--- src/rtl/lcd_pattern_gen_pkg.sv ---
// lcd_pkg: shared types and constants for the LCD test-pattern engine.
//   mode_e       - 3-bit pattern selector, six legal values
//   NUM_MODES    - number of legal patterns
//   rgb_flag_t   - full-scale on/off flag per colour channel
//   BAR_COLOR    - colour-bar palette, left to right
//   expand_flag  - replicate a channel flag to (up to) MAX_CH_BITS bits
package lcd_pkg;

  typedef enum logic [2:0] {
    M_BORDER   = 3'd0,
    M_SOLID    = 3'd1,
    M_BARS     = 3'd2,
    M_CHECKER  = 3'd3,
    M_GRADIENT = 3'd4,
    M_SCROLL   = 3'd5
  } mode_e;

  localparam int NUM_MODES   = 6;
  localparam int MAX_CH_BITS = 16;

  typedef struct packed {
    logic r;
    logic g;
    logic b;
  } rgb_flag_t;

  localparam rgb_flag_t FLAG_WHITE = '{1'b1, 1'b1, 1'b1};

  // white, yellow, cyan, green, magenta, red, blue, black
  localparam rgb_flag_t BAR_COLOR [8] = '{
    '{1'b1, 1'b1, 1'b1},
    '{1'b1, 1'b1, 1'b0},
    '{1'b0, 1'b1, 1'b1},
    '{1'b0, 1'b1, 1'b0},
    '{1'b1, 1'b0, 1'b1},
    '{1'b1, 1'b0, 1'b0},
    '{1'b0, 1'b0, 1'b1},
    '{1'b0, 1'b0, 1'b0}
  };

  function automatic logic [MAX_CH_BITS-1:0] expand_flag(input logic f);
    return {MAX_CH_BITS{f}};
  endfunction

endpackage

--- src/rtl/lcd_pattern_gen_if.sv ---
// lcd_pattern_gen_if: pixel path between LCD timing generator, pattern
// engine and panel pins.
//   X_IN/Y_IN, DE_IN/HSYNC_IN/VSYNC_IN - timing from the generator
//   LCD_R/G/B, LCD_DE/HSYNC/VSYNC      - registered panel outputs
//   master - timing-generator / panel side; slave - pattern engine
interface lcd_pattern_gen_if #(
  parameter int COORD_BITS = 10,
  parameter int R_BITS     = 5,
  parameter int G_BITS     = 6,
  parameter int B_BITS     = 5
);
  logic [COORD_BITS-1:0] X_IN;
  logic [COORD_BITS-1:0] Y_IN;
  logic                  DE_IN;
  logic                  HSYNC_IN;
  logic                  VSYNC_IN;
  logic [R_BITS-1:0]     LCD_R;
  logic [G_BITS-1:0]     LCD_G;
  logic [B_BITS-1:0]     LCD_B;
  logic                  LCD_DE;
  logic                  LCD_HSYNC;
  logic                  LCD_VSYNC;

  modport master (
    output X_IN, Y_IN, DE_IN, HSYNC_IN, VSYNC_IN,
    input  LCD_R, LCD_G, LCD_B, LCD_DE, LCD_HSYNC, LCD_VSYNC
  );

  modport slave (
    input  X_IN, Y_IN, DE_IN, HSYNC_IN, VSYNC_IN,
    output LCD_R, LCD_G, LCD_B, LCD_DE, LCD_HSYNC, LCD_VSYNC
  );
endinterface

--- src/rtl/lcd_pattern_gen_btn_debounce.sv ---
// btn_debounce: 2-FF synchroniser plus debounce counter for an active-low
// push button.
//   CLK, RST - clock, synchronous active-high reset
//   BTN_N    - raw button, active-low, asynchronous
//   LEVEL    - debounced level (1 = released)
//   PRESS    - one-cycle pulse, registered, on debounced 1->0
module btn_debounce #(
  parameter int DEBOUNCE_CYCLES = 333_333
) (
  input  logic CLK,
  input  logic RST,
  input  logic BTN_N,
  output logic LEVEL,
  output logic PRESS
);
  localparam int CNT_W = (DEBOUNCE_CYCLES > 1) ? $clog2(DEBOUNCE_CYCLES) : 1;
  localparam logic [CNT_W-1:0] CNT_LAST = CNT_W'(DEBOUNCE_CYCLES - 1);

  logic             sync1_q, sync2_q;
  logic             level_q, level_prev_q, press_q;
  logic [CNT_W-1:0] cnt_q;

  always_ff @(posedge CLK) begin
    if (RST) begin
      sync1_q      <= 1'b1;
      sync2_q      <= 1'b1;
      level_q      <= 1'b1;
      level_prev_q <= 1'b1;
      press_q      <= 1'b0;
      cnt_q        <= '0;
    end else begin
      sync1_q      <= BTN_N;
      sync2_q      <= sync1_q;
      level_prev_q <= level_q;
      press_q      <= level_prev_q & ~level_q;
      // cnt_q counts consecutive cycles the synchronised input disagrees
      // with the accepted level; the level flips on the last of them.
      if (sync2_q == level_q) begin
        cnt_q <= '0;
      end else if (cnt_q == CNT_LAST) begin
        level_q <= sync2_q;
        cnt_q   <= '0;
      end else begin
        cnt_q <= cnt_q + 1'b1;
      end
    end
  end

  assign LEVEL = level_q;
  assign PRESS = press_q;

endmodule

--- src/rtl/lcd_pattern_gen.sv ---
// lcd_pattern_gen: test-pattern engine for the RGB LCD path.
//   CLK, RST             - pixel clock, synchronous active-high reset
//   BTN_MODE, BTN_PAUSE  - raw active-low buttons
//   lcd (slave)          - timing in, registered colour/timing out
//   LED_R/G/B            - status LED, active-low, three-phase sequence
//   MODE                 - current pattern index
module lcd_pattern_gen
  import lcd_pkg::*;
#(
  parameter int H_ACTIVE        = 800,
  parameter int V_ACTIVE        = 480,
  parameter int COORD_BITS      = 10,
  parameter int BORDER          = 10,
  parameter int R_BITS          = 5,
  parameter int G_BITS          = 6,
  parameter int B_BITS          = 5,
  parameter int CHECK_SHIFT     = 5,
  parameter int DEBOUNCE_CYCLES = 333_333,
  parameter int LED_PERIOD      = 24_000_000
) (
  input  logic                CLK,
  input  logic                RST,
  input  logic                BTN_MODE,
  input  logic                BTN_PAUSE,
  lcd_pattern_gen_if.slave    lcd,
  output logic                LED_R,
  output logic                LED_G,
  output logic                LED_B,
  output logic [2:0]          MODE
);
  localparam int BAR_W = H_ACTIVE / 8;
  localparam logic [COORD_BITS-1:0] BORDER_C   = COORD_BITS'(BORDER);
  localparam logic [COORD_BITS-1:0] RIGHT_C    = COORD_BITS'(H_ACTIVE - BORDER);
  localparam logic [COORD_BITS-1:0] BOTTOM_C   = COORD_BITS'(V_ACTIVE - BORDER);
  localparam logic [COORD_BITS-1:0] BARS_END_C = COORD_BITS'(8 * BAR_W);
  localparam logic [2:0]            LAST_MODE  = 3'(NUM_MODES - 1);

  localparam int LED_W = (LED_PERIOD > 1) ? $clog2(LED_PERIOD) : 1;
  localparam logic [LED_W-1:0] LED_LAST = LED_W'(LED_PERIOD - 1);
  localparam logic [LED_W-1:0] PH1_C    = LED_W'(LED_PERIOD / 3);
  localparam logic [LED_W-1:0] PH2_C    = LED_W'(2 * (LED_PERIOD / 3));

  logic mode_level, mode_press, pause_level, pause_press;

  btn_debounce #(.DEBOUNCE_CYCLES(DEBOUNCE_CYCLES)) u_btn_mode (
    .CLK(CLK), .RST(RST), .BTN_N(BTN_MODE), .LEVEL(mode_level), .PRESS(mode_press)
  );

  btn_debounce #(.DEBOUNCE_CYCLES(DEBOUNCE_CYCLES)) u_btn_pause (
    .CLK(CLK), .RST(RST), .BTN_N(BTN_PAUSE), .LEVEL(pause_level), .PRESS(pause_press)
  );

  // ---------------- mode FSM ----------------
  mode_e mode_q, mode_d;

  always_ff @(posedge CLK) begin
    if (RST) mode_q <= M_BORDER;
    else     mode_q <= mode_d;
  end

  always_comb begin
    mode_d = mode_q;
    if (mode_q > LAST_MODE) begin
      mode_d = M_BORDER;
    end else if (mode_press) begin
      mode_d = (mode_q == LAST_MODE) ? M_BORDER : mode_e'(mode_q + 3'd1);
    end
  end

  // ---------------- pause, scroll, LED counter ----------------
  logic                  paused_q;
  logic [COORD_BITS-1:0] scroll_q;
  logic [LED_W-1:0]      led_cnt_q;
  logic                  frame_tick;

  assign frame_tick = lcd.DE_IN && (lcd.X_IN == '0) && (lcd.Y_IN == '0);

  always_ff @(posedge CLK) begin
    if (RST) begin
      paused_q  <= 1'b0;
      scroll_q  <= '0;
      led_cnt_q <= '0;
    end else begin
      if (pause_press) paused_q <= ~paused_q;
      if (frame_tick && !paused_q) scroll_q <= scroll_q + 1'b1;
      if (!paused_q) led_cnt_q <= (led_cnt_q == LED_LAST) ? '0 : led_cnt_q + 1'b1;
    end
  end

  assign LED_R = (led_cnt_q >= PH1_C);
  assign LED_G = !((led_cnt_q >= PH1_C) && (led_cnt_q < PH2_C));
  assign LED_B = (led_cnt_q < PH2_C);
  assign MODE  = mode_q;

  // ---------------- pattern mux ----------------
  rgb_flag_t         flags;
  logic              use_grad;
  logic [2:0]        bar_idx;
  logic              scroll_carry;
  logic [R_BITS-1:0] pix_r;
  logic [G_BITS-1:0] pix_g;
  logic [B_BITS-1:0] pix_b;

  // Bit CHECK_SHIFT of (X + scroll) is X[k] ^ scroll[k] ^ carry-in; the carry
  // out of the low k bits is set exactly when X_low > ~scroll_low.
  assign scroll_carry = (lcd.X_IN[CHECK_SHIFT-1:0] > ~scroll_q[CHECK_SHIFT-1:0]);

  always_comb begin
    flags    = '0;
    use_grad = 1'b0;
    bar_idx  = '0;
    for (int unsigned i = 1; i < 8; i++) begin
      if (lcd.X_IN >= COORD_BITS'(i * BAR_W)) bar_idx = 3'(i);
    end
    case (mode_q)
      M_BORDER:
        if (lcd.X_IN < BORDER_C || lcd.X_IN >= RIGHT_C ||
            lcd.Y_IN < BORDER_C || lcd.Y_IN >= BOTTOM_C) flags = FLAG_WHITE;
      M_SOLID:    flags = FLAG_WHITE;
      M_BARS:     if (lcd.X_IN < BARS_END_C) flags = BAR_COLOR[bar_idx];
      M_CHECKER:  if (!(lcd.X_IN[CHECK_SHIFT] ^ lcd.Y_IN[CHECK_SHIFT])) flags = FLAG_WHITE;
      M_GRADIENT: use_grad = 1'b1;
      M_SCROLL:
        if (!(lcd.X_IN[CHECK_SHIFT] ^ scroll_q[CHECK_SHIFT] ^ scroll_carry ^
              lcd.Y_IN[CHECK_SHIFT])) flags = FLAG_WHITE;
      default: ;
    endcase

    pix_r = '0;
    pix_g = '0;
    pix_b = '0;
    if (lcd.DE_IN) begin
      if (use_grad) begin
        pix_r = lcd.X_IN[COORD_BITS-1 -: R_BITS];
        pix_g = lcd.X_IN[COORD_BITS-1 -: G_BITS];
        pix_b = lcd.X_IN[COORD_BITS-1 -: B_BITS];
      end else begin
        pix_r = R_BITS'(expand_flag(flags.r));
        pix_g = G_BITS'(expand_flag(flags.g));
        pix_b = B_BITS'(expand_flag(flags.b));
      end
    end
  end

  // ---------------- output register ----------------
  logic [R_BITS-1:0] r_q;
  logic [G_BITS-1:0] g_q;
  logic [B_BITS-1:0] b_q;
  logic              de_q, hs_q, vs_q;

  always_ff @(posedge CLK) begin
    if (RST) begin
      r_q  <= '0;
      g_q  <= '0;
      b_q  <= '0;
      de_q <= 1'b0;
      hs_q <= 1'b1;
      vs_q <= 1'b1;
    end else begin
      r_q  <= pix_r;
      g_q  <= pix_g;
      b_q  <= pix_b;
      de_q <= lcd.DE_IN;
      hs_q <= lcd.HSYNC_IN;
      vs_q <= lcd.VSYNC_IN;
    end
  end

  assign lcd.LCD_R     = r_q;
  assign lcd.LCD_G     = g_q;
  assign lcd.LCD_B     = b_q;
  assign lcd.LCD_DE    = de_q;
  assign lcd.LCD_HSYNC = hs_q;
  assign lcd.LCD_VSYNC = vs_q;

endmodule

--- src/flat_wrapper.sv ---
// flat-port wrapper written by rule: the top's interface ports become plain ports
module lcd_pattern_gen_flat import lcd_pkg::*;
#(
  parameter int H_ACTIVE        = 800,
  parameter int V_ACTIVE        = 480,
  parameter int COORD_BITS      = 10,
  parameter int BORDER          = 10,
  parameter int R_BITS          = 5,
  parameter int G_BITS          = 6,
  parameter int B_BITS          = 5,
  parameter int CHECK_SHIFT     = 5,
  parameter int DEBOUNCE_CYCLES = 333_333,
  parameter int LED_PERIOD      = 24_000_000
)
  (CLK, RST, BTN_MODE, BTN_PAUSE, LED_R, LED_G, LED_B, MODE, lcd_X_IN, lcd_Y_IN, lcd_DE_IN, lcd_HSYNC_IN, lcd_VSYNC_IN, lcd_LCD_R, lcd_LCD_G, lcd_LCD_B, lcd_LCD_DE, lcd_LCD_HSYNC, lcd_LCD_VSYNC);
  lcd_pattern_gen_if #(.COORD_BITS(COORD_BITS), .R_BITS(R_BITS), .G_BITS(G_BITS), .B_BITS(B_BITS)) lcd_i ();
  input  logic CLK;
  input  logic RST;
  input  logic BTN_MODE;
  input  logic BTN_PAUSE;
  output logic LED_R;
  output logic LED_G;
  output logic LED_B;
  output logic [2:0] MODE;
  input wire logic [$bits(lcd_i.X_IN)-1:0] lcd_X_IN;
  input wire logic [$bits(lcd_i.Y_IN)-1:0] lcd_Y_IN;
  input wire logic [$bits(lcd_i.DE_IN)-1:0] lcd_DE_IN;
  input wire logic [$bits(lcd_i.HSYNC_IN)-1:0] lcd_HSYNC_IN;
  input wire logic [$bits(lcd_i.VSYNC_IN)-1:0] lcd_VSYNC_IN;
  output wire logic [$bits(lcd_i.LCD_R)-1:0] lcd_LCD_R;
  output wire logic [$bits(lcd_i.LCD_G)-1:0] lcd_LCD_G;
  output wire logic [$bits(lcd_i.LCD_B)-1:0] lcd_LCD_B;
  output wire logic [$bits(lcd_i.LCD_DE)-1:0] lcd_LCD_DE;
  output wire logic [$bits(lcd_i.LCD_HSYNC)-1:0] lcd_LCD_HSYNC;
  output wire logic [$bits(lcd_i.LCD_VSYNC)-1:0] lcd_LCD_VSYNC;
  assign lcd_i.X_IN = lcd_X_IN;
  assign lcd_i.Y_IN = lcd_Y_IN;
  assign lcd_i.DE_IN = lcd_DE_IN;
  assign lcd_i.HSYNC_IN = lcd_HSYNC_IN;
  assign lcd_i.VSYNC_IN = lcd_VSYNC_IN;
  assign lcd_LCD_R = lcd_i.LCD_R;
  assign lcd_LCD_G = lcd_i.LCD_G;
  assign lcd_LCD_B = lcd_i.LCD_B;
  assign lcd_LCD_DE = lcd_i.LCD_DE;
  assign lcd_LCD_HSYNC = lcd_i.LCD_HSYNC;
  assign lcd_LCD_VSYNC = lcd_i.LCD_VSYNC;
  lcd_pattern_gen #(.H_ACTIVE(H_ACTIVE), .V_ACTIVE(V_ACTIVE), .COORD_BITS(COORD_BITS), .BORDER(BORDER), .R_BITS(R_BITS), .G_BITS(G_BITS), .B_BITS(B_BITS), .CHECK_SHIFT(CHECK_SHIFT), .DEBOUNCE_CYCLES(DEBOUNCE_CYCLES), .LED_PERIOD(LED_PERIOD)) u_core (.CLK(CLK), .RST(RST), .BTN_MODE(BTN_MODE), .BTN_PAUSE(BTN_PAUSE), .lcd(lcd_i), .LED_R(LED_R), .LED_G(LED_G), .LED_B(LED_B), .MODE(MODE));
endmodule
--- config.mk ---
export PLATFORM = sky130hd
export DESIGN_NAME = lcd_pattern_gen_flat
export DESIGN_NICKNAME = d
export VERILOG_FILES = /design/src/rtl/lcd_pattern_gen_pkg.sv /design/src/rtl/lcd_pattern_gen_if.sv /design/src/rtl/lcd_pattern_gen_btn_debounce.sv /design/src/rtl/lcd_pattern_gen.sv /design/src/flat_wrapper.sv
export SDC_FILE = /design/constraint.sdc
export NUM_CORES = 1
export LEC_CHECK = 0
export ABC_AREA = 0
export CELL_PAD_IN_SITES_DETAIL_PLACEMENT = 0
export CELL_PAD_IN_SITES_GLOBAL_PLACEMENT = 1
export CORE_MARGIN = 10
export CORE_UTILIZATION = 39
export DETAILED_ROUTE_END_ITERATION = 12
export PLACE_DENSITY = 0.74
export SETUP_SLACK_MARGIN = 0.15
export SLEW_MARGIN = 10
export SYNTH_ARGS = -nofsm -noshare
export SYNTH_HDL_FRONTEND = slang
export SYNTH_HIERARCHICAL = 1
export SYNTH_SLANG_ARGS = --single-unit
--- constraint.sdc ---
create_clock -name CLK -period 2.52 [get_ports CLK]
set_input_delay 0.756 -clock CLK [delete_from_list [all_inputs] [get_ports CLK]]
set_output_delay 0.756 -clock CLK [all_outputs]
set_load 0.03 [all_outputs]
==> results of run 1 <==
routing by layer:
layer	up-vias	global-route usage	part of all wire
met4	0	0.0458	0.010
met5	-	0	0
li1	2153	-	-
met1	1984	0.166	0.47
met2	84	0.207	0.48
met3	8	0.0354	0.043
final timing paths:
check,from,end,slack (ns),cells past startpoint
max,u_core/led_cnt_q[16],LED_R,-0.27,7
min,u_core/u_btn_mode/sync1_q,u_core/u_btn_mode/sync2_q,0.42,1
max reg2reg,u_core/led_cnt_q[18],u_core/led_cnt_q[23],0.41,7
min reg2reg,u_core/u_btn_mode/sync1_q,u_core/u_btn_mode/sync2_q,0.42,1
power groups by stage:
stage	Sequential [uW]	Clock [uW]	Combinational [uW]
after floorplan	1720	0	97.4
after global placement	1680	0	266
after detailed placement	1680	0	269
after CTS	1650	1400	272
after global routing	1650	1460	298
final	1650	1340	276
sequential cells by signal, indices dropped and copies added (netlist names), 3 cells and up:
| name | cells |
|---|---|
| u_core/led_cnt_q | 25 |
| u_core/lcd.LCD_B | 5 |
| u_core/u_btn_mode/cnt_q | 19 |
| u_core/MODE | 3 |
| u_core/lcd.LCD_G | 6 |
| u_core/scroll_q | 6 |
| u_core/u_btn_pause/cnt_q | 19 |
| u_core/lcd.LCD_R | 5 |
stage by stage:
step	utilization	hold slack (ns)	TNS (ns)	setup slack [ns]
2_1_floorplan	-	0.389	0	0.0875
3_3_place_gp	0.488	0.407	-8.07	-0.401
3_5_place_dp	0.488	0.405	-8.46	-0.463
4_1_cts	0.516	0.423	-0.624	-0.282
5_1_grt	0.523	0.438	-0.948	-0.352
6_report	0.523	0.423	-0.704	-0.266
kinds of logic (layout without fill, tap and decap cells):
family	Yosys count	after routing	share of synthesized area
fa+ha+maj	13	13	0.0331
compound gates	84	84	0.118
mux	5	5	0.0102
simple gates	246	246	0.273
buf+inv	46	139	0.0435
xor+xnor	60	60	0.107
flops	102	102	0.416
synth_stat cells, types with 2 or more instances:
library cell / count
a211oi_1: 2
o21ai_1: 2
o31ai_4: 2
and3_1: 8
buf_6: 3
o21ai_0: 15
xnor2_1: 21
nor2_1: 78
buf_2: 6
and2_2: 2
or3_1: 11
nand2_1: 30
nor4_1: 13
o311a_1: 2
ha_1: 13
nor2b_1: 4
o31ai_2: 2
nand4_1: 27
and2_1: 3
a21oi_2: 2
nor4bb_1: 2
clkbuf_1: 15
and4_1: 8
nand3_1: 25
xor2_1: 39
a211o_1: 2
nand4b_1: 4
nor4b_1: 3
dfxtp_1: 102
or2_2: 6
or4_1: 2
a31oi_1: 2
nor3_1: 6
buf_4: 3
a21oi_1: 33
inv_1: 19
or4_4: 2
nor3b_1: 2
a311oi_1: 6
mux2i_1: 5
o31ai_1: 5
nand3_4: 2
what timing repair did:
| action | CTS | global route |
|---|---|---|
| pin swaps | 9 | 19 |
| setup endpoints to repair | 51 | 24 |
| buffers inserted | 0 | 1 |
| gates resized for setup | 32 | 37 |
area by class of cell:
type | count | area, um^2
fillers | 1142 | 5810
repair buffers | 105 | 927
multi-input cells | 408 | 2820
clock buffers | 12 | 236
inverters | 19 | 71.3
clock inverters | 3 | 46.3
well taps | 168 | 210
flip-flops and latches | 102 | 2040
==> metrics.md, run 1 <==
| Metric | Value |
|---|---|
| Status | `complete, but fails checks` |
| Failing checks | `negative setup slack` |
| WS Path Type | `reg2out` |
| Via count | `4,229` |
| Max-cap violations | `0` |
| H-tree Lvls | `3` |
| RSZ-0062 raised after global routing | `yes` |
| Placed Cells incl. Taps | `801` |
| Most common cell after layout, fill and taps aside | `dfxtp_1` |
| Clk Latency, worst-skew pair | `0.34 ns` |
| Power per cell area | `514 mW/mm^2` |
| Core area | `0.0122 mm^2` |
| Vias/cell | `5.18` |
| Antenna violations before repair | `0` |
| Final Hold Viols | `0` |
| Gate power share | `0.085` |
| Routed WL | `~11,000 um` |
| Global route overflow | `0` |
| Clk network pwr share | `0.411` |
| Layout cell share with drive strength beyond 1 | `0.191` |
| Hold Path Class | `reg2reg` |
| Final #Nets | `685` |
| Post-route cell area | `0.00635 mm^2` |
| Crit-path max cell delay | `roughly 0.4 ns` |
| Clock transition at path regs | `0.07 ns` |
| CTS root buf | `clkbuf_16` |
| Antenna Cells | `0` |
| Slew headroom | `0.420` |
| Delay-heaviest family, CP | `simple AND/OR/NAND/NOR gates` |
| Switch Pwr | `around 730 uW` |
| CTS Hold Buffers Added | `0` |
| GRT Util Overall | `0.130` |
| Dpl cell area | `0.00593 mm^2` |
| First-pass GRT wire length | `19,500 um` |
| Avg WL per Cell | `14.0 um` |
| Layout Skew | `0.00503 ns` |
| Critical Path RT | `1.76 ns` |
| Slowest CP cell | `or3_4` |
| CTS tree | `done` |
| Dpl hpwl | `8380 um` |
| Number of synthesized flops with an enable pin | `0` |
| Syn-to-layout area delta | `29.3%` |
| Fin crit share | `1.11` |
| Drt pass-1 iters | `4` |
| # rows | `40` |
| Post-Syn Instances | `556` |
| Internal power | `2540 uW` |
| Mapped Area | `0.00491 mm^2` |
| Syn_area_per_cell | `8.84 um^2` |
| Synth Warn # | `6` |
| Area fraction of the dominant cell type after synthesis | `0.416` |
| CTS Buf Count | `9` |
| Sw Share | `0.223` |
| I/O pin count | `52` |
| Die X-Extent | `132 um` |
| CTS Sinks | `102` |
| Initial Util | `0.404` |
| Total power | `3260 uW` |
| Seq pwr share | `0.504` |
| Worst-Margin Slew | `0.865 ns` |
| Post-route DRC | `0` |
| Min cycle time layout | `approximately 2.8 ns` |
| Most frequent CP cell | `or3_4` |
| Final std cells w/o fill | `817` |
| Seq cells post-synth | `102` |
| Register area share after synthesis | `0.416` |
| Worst-path maximum fanout | `2` |
| Post-synthesis net count | `596` |
| Crit end category | `output pin` |
| Die area | `0.0175 mm^2` |
| VDD IR-drop max | `371 uV` |
| Synth async-reset ratio | `0` |
| P_leak | `0.00236 uW` |
| Clock Path Buffers | `2` |
| CP bufs+invs | `2` |
| Most frequent cells in the layout | `dfxtp_1, nor2_1, buf_4` |
| Largest net degree at the start of global routing | `26` |
| Startpoint types | `register` |
| Routed Antenna Nets | `0` |
| Final slew viol count | `0` |
| Crit-path cells | `or3_4, or3_4, nor4_4, nor3_2, o21ai_2, buf_4, buf_6` |
| Final worst slack | `-0.266 ns` |
| GPL Wtd Cong | `0.860` |
| Post-synth top area cell | `dfxtp_1` |
| Die Y | `approximately 130 um` |
| Max Clk Rate | `approximately 360 MHz` |
| Vias in the first global route | `4,031` |
| Primary FF master, synth | `dfxtp_1` |
| Setup violations, final | `3` |
| Number of distinct library cells after synthesis | `59` |
| 1st-iter DRT viols | `286` |
| CP Data Arrival Time | `slightly above 2 ns` |
| IO buf count | `51` |
| Largest cells by area after synthesis | `dfxtp_1, xor2_1, nor2_1` |
Note: power is estimated with default switching activity, not from simulation.
==> run 2, diff against run 1 <==
Settings changed: CORE_UTILIZATION 39 to 43, PLACE_DENSITY 0.74 to 0.77.
Clock period 2.52 ns to 3.2 ns, I/O delays scaled along.
==> metrics.md, run 2 (same netlist as run 1, synthesis figures left out) <==
| Metric | Value |
|---|---|
| Status | `finished, final reports clean` |
| Routed WL | `11,000 um` |
| Dpl ws | `-0.110 ns` |
| CTS root buf | `clkbuf_16` |
| Max-cap violations | `0` |
| Final #Nets | `654` |
| Largest register FFs | `25` |
| Critical Path RT | `between 2 and 2.5 ns` |
| CTS Buf Count | `9` |
| WS Path Type | `reg2out` |
| Die area | `0.0161 mm^2` |
| Reg with most FFs | `u_core/led_cnt_q` |
| Fin crit share | `0.937` |
| First-pass GRT wire length | `18,600 um` |
| Layout Skew | `around 0.0092 ns` |
| Slowest CP cell | `or4b_2` |
| Crit path from | `u_core/led_cnt_q[3]` |
| P_leak | `0.00210 uW` |
| # rows | `38` |
| CTS Sinks | `102` |
| Crit-path max cell delay | `0.71 ns` |
| Die Y | `127 um` |
| # fillers | `1,015` |
| Crit-path cells | `or4b_2, nor4_4, nor3_1, o21ai_1, nand2_1, buf_4` |
| Most common cell after layout, fill and taps aside | `dfxtp_1` |
| Layout cell share with drive strength beyond 1 | `0.110` |
| Avg WL per Cell | `between 10 and 15 um` |
| Area of the multi-input gates | `0.00270 mm^2` |
| Global route overflow | `0` |
| Initial Util | `0.445` |
| Final Hold Viols | `0` |
| Via count | `4,117` |
| Drt pass-1 iters | `5` |
| Largest net degree at the start of global routing | `26` |
| CP Data Arrival Time | `between 2 and 2.5 ns` |
| Register area | `0.00204 mm^2` |
| R2R Path Start | `u_core/led_cnt_q[0]` |
| Antenna Cells | `0` |
| Dpl hpwl | `8060 um` |
| RSZ-0062 raised after global routing | `yes` |
| Vias in the first global route | `3,937` |
| Core area | `0.0110 mm^2` |
| Placed Cells incl. Taps | `743` |
| Setup violations, final | `0` |
| Max Clk Rate | `334 MHz` |
| GPL Wtd Cong | `0.855` |
| Clock Path Buffers | `2` |
| Syn-to-layout area delta | `21.2%` |
| CP bufs+invs | `1` |
| Clk Latency, worst-skew pair | `0.34 ns` |
| Dpl cell area | `0.00563 mm^2` |
| Delay-heaviest family, CP | `simple AND/OR/NAND/NOR gates` |
| VDD IR-drop max | `approximately 340 uV` |
| I/O pin count | `52` |
| Final std cells w/o fill | `roughly 760` |
| Min cycle time layout | `3.00 ns` |
| Worst-Margin Slew | `between 0.8 and 0.9 ns` |
| Clock transition at path regs | `0.07 ns` |
| Final worst slack | `approximately 0.20 ns` |
| Antenna violations before repair | `0` |
| Setup bufs post-CTS | `0` |
| Routed Antenna Nets | `0` |
| H-tree Lvls | `3` |
| Post-route cell area | `0.00596 mm^2` |
| Worst hold start | `u_core/u_btn_pause/sync1_q` |
| Slew headroom | `0.431` |
| Startpoint types | `register` |
| Final slew viol count | `0` |
| GRT Util Overall | `0.135` |
| Top Registers | `u_core/led_cnt_q: 25 flops, u_core/u_btn_mode/cnt_q: 19 flops, u_core/u_btn_pause/cnt_q: 19 flops` |
| CTS Hold Buffers Added | `0` |
| Hold Path Class | `reg2reg` |
| Final cell utilization of the core | `0.540` |
| CTS tree | `done` |
| Crit end category | `output pin` |
| 1st-iter DRT viols | `about 260` |
| Post-route DRC | `0` |
| IO buf count | `a little over 50` |
| Power per cell area | `between 400 and 500 mW/mm^2` |
| Worst-path maximum fanout | `2` |
| Vias/cell | `5.42` |
| Most frequent cells in the layout | `dfxtp_1, nor2_1, clkdlybuf4s50_1` |
| Die X-Extent | `127 um` |
run 2: cell count changes in the layout (fill, tap and decap cells not counted), sizes merged:
cell           delta
dlymetal6s2s      -8
clkbuf            -7
inv               +5
clkdlybuf4s50    +16
bufinv            -1
clkinvlp          -1
dlygate4sd2       -2
buf              -32
run 2: power by group:
group	total, uW	switching (uW)	leakage [uW]	internal (uW)
Sequential	1300	10.1	0.000828	1290
Combinational	197	103	0.00113	93.7
Clock	1070	520	0.000143	552
run 2: area by class of cell:
type	count	area share
multi-input combinational	408	0.453
sequential	102	0.343
timing repair buffer	74	0.113
clock buffer	10	0.0384
tap	140	0.0294
inverter	19	0.0120
clock inverter	6	0.0105
run 2: worst paths after layout:
path / end / cells after the start / slack, ns
worst min-delay path: u_core/u_btn_pause/sync2_q / 1 / 0.41
worst max register to register: u_core/led_cnt_q[15] / 7 / 0.83
worst max-delay path: LED_G / 6 / 0.20
worst min register to register: u_core/u_btn_pause/sync2_q / 1 / 0.41
run 2: metal layers:
layer | part of all wire | global-route usage | routed length [um]
met1 | 0.49 | 0.186 | 5390
met2 | 0.46 | 0.207 | 5040
met3 | 0.047 | 0.0342 | 519
met4 | 0.0073 | 0.0281 | 81
met5 | 0 | 0 | 0
run 2: worst register-to-register path, stage by stage, from the launching register on:
cell and delay (ns):
dfxtp_1 0.40, ha_1 0.18, nand3b_1 0.11, nor2_1 0.29, nand4_1 0.15, nor4_1 0.24, or2_1 0.72, nor2_1 0.13
run 2: timing repair:
action	CTS	global route
setup endpoints to repair	2	13
gates resized for setup	9	11
pin swaps	1	1
gates cloned	0	0
run 2: stage by stage:
| step | TNS (ns) | total power, uW | hold slack [ns] |
|---|---|---|---|
| finish | 0 | 2570 | 0.411 |
| global route | 0 | 2660 | 0.425 |
| CTS | 0 | 2600 | 0.412 |
| detailed placement | -0.652 | 1520 | 0.393 |
| global placement | -0.469 | 1520 | 0.391 |
| floorplan | 0 | 1430 | 0.389 |
